$ cat src/rtl/enc_pkg.sv
// Shared constants and types for the 32-to-5 request scanner.
package enc_pkg;

    localparam int N = 32;  // number of request lines (fixed)
    localparam int W = 5;   // index width, log2(N)

    typedef logic [N-1:0] req_vec_t;
    typedef logic [W-1:0] idx_t;

endpackage : enc_pkg

$ cat src/rtl/prio_find32.sv
// Combinational first-set-bit finder over a 32-bit vector.
// The search begins at start_i and wraps from bit 31 back to bit 0.
// A start of zero gives plain lowest-index-wins priority.
module prio_find32
    import enc_pkg::*;
(
    input  logic [N-1:0] vec_i,
    input  logic [W-1:0] start_i,
    output logic [W-1:0] idx_o,
    output logic         found_o
);

    logic [N-1:0] rot;
    logic [W-1:0] ofs;

    // Rotate so start_i lands on bit 0, then pick the lowest set bit of the rotation.
    always_comb begin
        // NOTE: every variable gets a default before any conditional update, so no latch is inferred.
        rot     = '0;
        ofs     = '0;
        found_o = |vec_i;
        for (int i = 0; i < N; i++) begin
            rot[i] = vec_i[idx_t'(i) + start_i];
        end
        // Scan downward so the last hit written is the lowest set offset.
        for (int i = N - 1; i >= 0; i--) begin
            if (rot[i]) begin
                ofs = idx_t'(i);
            end
        end
        // Undo the rotation; the 5-bit sum wraps naturally.
        idx_o = start_i + ofs;
    end

endmodule : prio_find32

$ cat src/rtl/encode32to5_scan.sv
// 32-to-5 request encoder with a valid/ready index stream.
// Posted request bits accumulate in a pending register; each accepted
// transfer emits one pending bit's index and clears it from the set.
// Build option: define ENC_ROUND_ROBIN_EN for round-robin arbitration
// (search from a rotating pointer); otherwise lowest index wins.
module encode32to5_scan
    import enc_pkg::*;
(
    input  logic         clk,
    input  logic         rst_n,
    input  logic         en,
    input  logic [N-1:0] req_in,
    input  logic         req_valid,
    output logic [W-1:0] idx_out,
    output logic         idx_valid,
    input  logic         idx_ready,
    output logic [N-1:0] pending,
    output logic         empty
);

    req_vec_t pending_q, pending_d;
    idx_t     idx_out_q, idx_out_d;
    logic     idx_valid_q, idx_valid_d;

    idx_t     start;
    idx_t     sel;
    logic     found;
    logic     slot_free;
    logic     load;
    req_vec_t sel_onehot;

`ifdef ENC_ROUND_ROBIN_EN
    idx_t ptr_q, ptr_d;

    // Pointer advances past the bit just loaded; 31 + 1 wraps to 0.
    always_comb begin
        ptr_d = ptr_q;
        if (load) begin
            ptr_d = sel + idx_t'(1);
        end
    end

    // Round-robin pointer register.
    always_ff @(posedge clk or negedge rst_n) begin
        if (!rst_n) begin
            ptr_q <= '0;
        end else begin
            ptr_q <= ptr_d;
        end
    end

    assign start = ptr_q;
`else
    assign start = '0;
`endif

    prio_find32 u_find (
        .vec_i   (pending_q),
        .start_i (start),
        .idx_o   (sel),
        .found_o (found)
    );

    // Next-state for the output slot and the pending set.
    always_comb begin
        slot_free   = !idx_valid_q || idx_ready;
        load        = en && slot_free && found;
        idx_out_d   = idx_out_q;
        idx_valid_d = idx_valid_q;
        if (load) begin
            idx_out_d   = sel;
            idx_valid_d = 1'b1;
        end else if (slot_free) begin
            idx_valid_d = 1'b0;
        end
        // Only a bit actually loaded is cleared; a same-edge re-post keeps it pending.
        sel_onehot = load ? (req_vec_t'(1) << sel) : '0;
        pending_d  = (pending_q & ~sel_onehot) | (req_valid ? req_in : '0);
    end

    // Pending set and output register; reset drops any held index at once.
    always_ff @(posedge clk or negedge rst_n) begin
        if (!rst_n) begin
            pending_q   <= '0;
            idx_out_q   <= '0;
            idx_valid_q <= 1'b0;
        end else begin
            // NOTE: non-blocking assignments so every register samples pre-edge values.
            pending_q   <= pending_d;
            idx_out_q   <= idx_out_d;
            idx_valid_q <= idx_valid_d;
        end
    end

    assign idx_out   = idx_out_q;
    assign idx_valid = idx_valid_q;
    assign pending   = pending_q;
    assign empty     = (pending_q == '0) && !idx_valid_q;

endmodule : encode32to5_scan

$ cat config.mk
export PLATFORM = sky130hd
export DESIGN_NAME = encode32to5_scan
export DESIGN_NICKNAME = d
export VERILOG_FILES = /design/src/rtl/enc_pkg.sv /design/src/rtl/prio_find32.sv /design/src/rtl/encode32to5_scan.sv
export SDC_FILE = /design/constraint.sdc
export NUM_CORES = 1
export LEC_CHECK = 0
export BUFFER_PORTS_ARGS = -buffer_cell sky130_fd_sc_hd__buf_2
export CORE_MARGIN = 8
export CORE_UTILIZATION = 55
export CTS_BUF_LIST = sky130_fd_sc_hd__clkbuf_4 sky130_fd_sc_hd__clkbuf_8
export DETAILED_ROUTE_END_ITERATION = 12
export PLACE_DENSITY = 0.95
export SYNTH_ARGS = -nofsm -noshare
export SYNTH_HDL_FRONTEND = slang
export SYNTH_SLANG_ARGS = --single-unit
$ cat constraint.sdc
create_clock -name clk -period 5.6 [get_ports clk]
set_input_delay 0.56 -clock clk [delete_from_list [all_inputs] [get_ports clk]]
set_output_delay 0.56 -clock clk [all_outputs]
set_load 0.02 [all_outputs]
==> impl_metrics.py, run 1 <==
metrics = {
    "synth": {
        "ys_warn_count": 0,
        "synthFlopType": "dfrtp_1",
        "synth_cell_types": 49,
        "postSynthCellCount": 230,
        "syn-cell-area_mm2": 0.00216,
        "synth_seq_cells": 38,
        "synth_top_area_share_pct": 44.0,
        "synth_edf_count": 0,
        "synth_common_cells": "dfrtp_1, nand2_1, inv_1",
        "synth_largest_area_cell": "dfrtp_1",
        "syn_avg_cell_area_um2": 9.40,
        "synth_most_common_cell": "dfrtp_1",
        "synthesis.nets": 267,
        "async_flop_share_pct": 100,
        "ys_seq_area_share_pct": 44.0,
        "ys_top_cells_by_area": "dfrtp_1, nand2_1, a22oi_1, o21ai_0, inv_1",
    },
    "sta": {
        "tns_ns": 0,
        "timing.final.crit_share_pct": 50.9,
        "finalHoldViolCount": 0,
        "grt_setup_unrepaired": "no",
        "max_clock_freq_ghz": 0.351,
        "clock_skew_ns": 0.00765,
        "worst_hold_slack_ns": 0.371,
        "slew-limit-headroom_pct": 44.7,
        "slew_violations": 0,
        "worstMarginPinSlew_ns": 0.829,
        "min_period_ns": 2.85,
        "setup_viol": 0,
    },
    "clock_tree": {
        "insertion_delay_ns": 0.29,
        "ctsHoldBuffers": 0,
        "tritoncts": "built",
        "cts_buffers": 5,
        "clock_path_buffers": 2,
        "post_cts_buffers": 0,
        "clock-sinks": 38,
        "cts_root_buf": "clkbuf_8",
        "clkTransAtPathRegs_ns": 0.08,
        "cts.repair.resized": 0,
        "htree_levels": 2,
    },
    "cells_and_area": {
        "n_antenna_cell": 0,
        "num-fill-cells": 285,
        "stdcell_count": 355,
        "layout.nets": 343,
        "area_growth_pct": 23.0,
        "drive_above_1_share_pct": 33.9,
        "fin_util_pct": 71.6,
    },
    "floorplanning": {
        "die_w_um": 78.7,
        "dieArea_mm2": 0.00619,
        "core_mm2": 0.00372,
        "start_util_pct": 58.2,
        "num_io_pins": 76,
        "die_height_um": 78.7,
        "std_cell_rows": 22,
    },
    "job": {
        "cap_viol_max_count": 0,
    },
    "global_routing": {
        "antenna_found_initial": 0,
        "grt_pass1_wl_um": 11200,
        "grt_overflow_total": 0,
        "first_global_vias": 2214,
        "grt_max_degree": 39,
        "grt_usage_pct": 22.2,
    },
    "drt": {
        "wirelength_um": 6760,
        "first_pass_iters": 5,
        "vias_per_cell": 6.34,
        "dr_total_vias": 2250,
        "wl_per_cell_um": 19.0,
        "drtAntennaViolNets": 0,
        "drc": 0,
        "drt-initial-drc-count": 197,
    },
    "setup_path": {
        "start_kind": "register",
        "reg2reg_from": "pending[7]",
        "crit_path_start": "pending[28]",
        "end_kind": "output pin",
        "cp.arrival_ns": 2.29,
        "crit_type": "reg2out",
        "cp_max_fo": 6,
        "cp.required_ns": 5.04,
    },
    "worst_hold_path": {
        "hp-class": "in2async",
    },
    "place": {
        "portBuffers": 75,
        "place_congestion": 0.971,
        "post-dp-hpwl_um": 5260,
        "dp.cells": 347,
    },
    "status": {
        "status": "finished clean",
    },
    "power": {
        "leakage_nw": 1.19,
        "powerDensity_mw_per_mm2": 214,
        "worst_ir_drop_vdd_v": 0.000157,
    },
}
[report_power, final]
group	leakage (nW)	internal (W)	switching, W
registers	0.362	0.000282	0.0000122
clock network	0.0472	0.0000990	0.0000974
logic	0.776	0.0000264	0.0000519
total	1.19	0.000408	0.000162
[cell usage in the layout, fill, tap and decap left out, drive strengths merged, types with 2 or more instances in the layout]
| master | count |
|---|---|
| dfrtp | 38 |
| a211oi | 5 |
| o311ai | 2 |
| a22o | 8 |
| nand2 | 35 |
| or4 | 7 |
| o41ai | 5 |
| a21o | 2 |
| nor2 | 15 |
| or3b | 3 |
| a21oi | 4 |
| o2111ai | 2 |
| or3 | 4 |
| nor3 | 4 |
| a2111oi | 2 |
| buf | 75 |
| nand4 | 2 |
| o21ai | 21 |
| inv | 16 |
| nor2b | 2 |
| a22oi | 13 |
| nor4 | 10 |
| and2 | 2 |
| o211ai | 2 |
| nand3 | 2 |
| clkbuf | 6 |
| nand2b | 4 |
| o31ai | 7 |
[cell type report]
type	instances	area, um2	area share, %
clock buffers	6	82.6	3.10
well taps	48	60.1	2.26
multi-input cells	170	1120	42.1
clock inverters	2	12.5	0.470
repair buffers	75	375	14.1
flip-flops and latches	38	951	35.7
inverters	16	60.1	2.26
[flip-flops by register name, indices dropped and copies added (netlist names)]
register,flops
idx_valid,1
pending,32
idx_out,5
[routing by layer]
layer | global-route usage (%) | routed length (um) | vias up
met3 | 5.86 | 655 | 10
met2 | 36.0 | 3270 | 117
met4 | 7.41 | 97 | 0
met1 | 28.0 | 2730 | 1094
li1 | - | - | 1029
met5 | 0 | 0 | -
[path summary, 6_finish.rpt]
path,endpoint,cells after the start,slack (ns)
setup / recovery,empty,5,2.75
hold / removal,pending[8],1,0.37
setup reg to reg,pending[22],6,3.04
hold reg to reg,idx_out[0],1,0.49
max in group asynchronous,pending[15],1,4.71
min in group clk,pending[1],3,0.46
[metrics by stage]
step / total power [W] / worst slack (ns) / area [um2]
2_1_floorplan: 0.000340 / 3.27 / 2160
3_3_place_gp: 0.000376 / 3.06 / 2560
3_5_place_dp: 0.000378 / 3.08 / 2560
4_1_cts: 0.000570 / 2.77 / 2660
5_1_grt: 0.000591 / 2.62 / 2660
6_report: 0.000569 / 2.75 / 2660
[worst max-delay path: stages (launching register included)]
cell and delay [ns]:
dfrtp_1 0.43, nor4_1 0.56, nand4_1 0.30, or3_1 0.43, nor2_1 0.11, buf_2 0.17
[cells by family after synthesis]
logic type             Yosys count  share of synthesized area (%)
flip-flops                      38                           44.0
AO/OA/AOI/OAI                   79                           27.4
AND/OR/NAND/NOR                 91                           24.3
buffers and inverters           22                           4.28
Power figures use the tool's default switching activity.
==> inputs of run 2 (changes only) <==
--- a/config.mk
+++ b/config.mk
@@ -7,10 +7,10 @@
 export LEC_CHECK = 0
 export BUFFER_PORTS_ARGS = -buffer_cell sky130_fd_sc_hd__buf_2
 export CORE_MARGIN = 8
-export CORE_UTILIZATION = 55
+export CORE_UTILIZATION = 47
 export CTS_BUF_LIST = sky130_fd_sc_hd__clkbuf_4 sky130_fd_sc_hd__clkbuf_8
 export DETAILED_ROUTE_END_ITERATION = 12
-export PLACE_DENSITY = 0.95
+export PLACE_DENSITY = 0.91
 export SYNTH_ARGS = -nofsm -noshare
 export SYNTH_HDL_FRONTEND = slang
 export SYNTH_SLANG_ARGS = --single-unit
==> constraint.sdc (replaced) <==
create_clock -name clk -period 2.55 [get_ports clk]
set_input_delay 0.255 -clock clk [delete_from_list [all_inputs] [get_ports clk]]
set_output_delay 0.255 -clock clk [all_outputs]
set_load 0.02 [all_outputs]
==> run 2 against run 1 <==
  * Sequential cell count is the same
  * Core utilization is 6.0 points lower
  * Total power grew 130%
  * Count of clock-buffer cells in the layout grew 2
  * Largest power group unchanged
==> impl_metrics.py, run 2 (synthesized netlist as in run 1, its figures left out) <==
metrics = {
    "sta": {
        "worst_hold_slack_ns": 0.0669,
        "worstMarginPinSlew_ns": 0.849,
        "finalHoldViolCount": 0,
        "grt_setup_unrepaired": "no",
        "clock_skew_ns": 0.00828,
        "slew-limit-headroom_pct": 43.4,
        "min_period_ns": 2.49,
        "tns_ns": 0,
        "fin_ws_ns": 0.0572,
        "max_clock_freq_ghz": 0.401,
        "slew_violations": 0,
        "setup_viol": 0,
        "timing.final.crit_share_pct": 97.8,
    },
    "power": {
        "combPwrFrac_pct": 15.6,
        "p_seq_share_pct": 47.8,
        "leakage_nw": 1.31,
        "netSwitchingFraction_pct": 27.2,
        "p_switching_w": 0.000362,
        "p_clk_share_pct": 36.6,
        "worst_ir_drop_vdd_v": 0.000335,
        "internal_power_w": 0.000971,
        "powerDensity_mw_per_mm2": 464,
    },
    "drt": {
        "dr_total_vias": 2299,
        "drt-initial-drc-count": 191,
        "vias_per_cell": 5.99,
        "first_pass_iters": 5,
        "wl_per_cell_um": 18.8,
        "wirelength_um": 7230,
        "drtAntennaViolNets": 0,
        "drc": 0,
    },
    "clock_tree": {
        "tritoncts": "built",
        "htree_levels": 2,
        "clock_path_buffers": 2,
        "cts_root_buf": "clkbuf_8",
        "cts_buffers": 5,
        "post_cts_buffers": 0,
        "clock-sinks": 38,
        "insertion_delay_ns": 0.29,
        "ctsHoldBuffers": 0,
        "clkTransAtPathRegs_ns": 0.08,
    },
    "place": {
        "place_congestion": 0.952,
        "placed_area_mm2": 0.00276,
        "portBuffers": 75,
        "post-dp-hpwl_um": 5570,
        "dpl_worst_slack_ns": 0.0362,
    },
    "floorplanning": {
        "std_cell_rows": 24,
        "start_util_pct": 49.3,
        "dieArea_mm2": 0.00703,
        "core_mm2": 0.00438,
        "die_w_um": 83.8,
        "die_height_um": 83.8,
        "num_io_pins": 76,
    },
    "setup_path": {
        "end_kind": "register",
        "crit_type": "reg2reg",
        "start_kind": "register",
        "reg2regPathDepth": 7,
        "cp_max_fo": 11,
        "reg2reg_from": "pending[5]",
        "r2r_slack_ns": 0.06,
        "cp.arrival_ns": 2.66,
        "r2r_end": "pending[26]",
        "cp.required_ns": 2.71,
    },
    "cells_and_area": {
        "final_common_cell": "buf_2",
        "final_cell_mix": "buf_2, dfrtp_1, nand2_1",
        "area_growth_pct": 33.0,
        "n_antenna_cell": 0,
        "final_area_mm2": 0.00288,
        "layout.nets": 368,
        "largest_reg_flops": 32,
        "drive_above_1_share_pct": 39.5,
        "fin_util_pct": 65.6,
    },
    "global_routing": {
        "antenna_found_initial": 0,
        "grt_max_degree": 39,
        "grt_overflow_total": 0,
        "grt_pass1_wl_um": 12000,
        "grt_usage_pct": 20.5,
        "first_global_vias": 2324,
    },
    "worst_hold_path": {
        "hp-class": "in2async",
    },
    "status": {
        "status": "finished clean",
    },
    "job": {
        "cap_viol_max_count": 0,
    },
}
-- run 2: critical path, stage by stage, from the launching register on --
cell	delay, ns
dfrtp_1	0.47
nor4_2	0.31
nand2_1	0.13
or4_1	0.51
o21a_2	0.31
a311oi_1	0.35
buf_4	0.20
o21ai_0	0.08
-- run 2: worst max-delay path by stage --
stage                     start  slack (ns)  depth (start not counted)          end
global placement     pending[5]        0.13                          7  pending[26]
global route        pending[27]       0.003                          7  pending[30]
detailed placement   pending[5]        0.04                          7  pending[26]
floorplan            pending[3]        0.22                          7  pending[22]
CTS                  pending[5]        0.07                          7  pending[26]
finish               pending[5]        0.06                          7  pending[26]
-- run 2: per-layer routing --
layer	vias to the layer above	global-route usage (%)	part of all wire [%]
met4	0	7.22	1.1
met5	-	0	0
met3	8	6.05	8.7
li1	1072	-	-
met2	100	30.9	47
met1	1119	27.1	43
-- run 2: repair_timing --
item | in CTS | in global routing
pin swaps | 0 | 1
endpoints found under the setup margin | 1 | 6
gates resized for setup | 1 | 1
-- run 2: layout make-up --
class / instances / area (um2)
fillers: 390 / 1510
multi-input cells: 170 / 1130
flip-flops and latches: 38 / 951
repair buffers: 100 / 563
clock buffers: 8 / 110
well taps: 52 / 65.1
inverters: 16 / 60.1
-- run 2: power by group through the flow --
stage               combinational [W]  clock, W  sequential, W
floorplan                   0.0000707         0       0.000676
detailed placement           0.000206         0       0.000649
CTS                          0.000207  0.000495       0.000637
global placement             0.000203         0       0.000648
global route                 0.000227  0.000525       0.000640
finish                       0.000208  0.000488       0.000637
-- run 2: metrics by stage --
stage / instances / total power [W]
3_5_place_dp: 376 / 0.000855
3_3_place_gp: 376 / 0.000851
5_1_grt: 384 / 0.00139
4_1_cts: 384 / 0.00134
6_report: 384 / 0.00133
2_1_floorplan: 230 / 0.000746
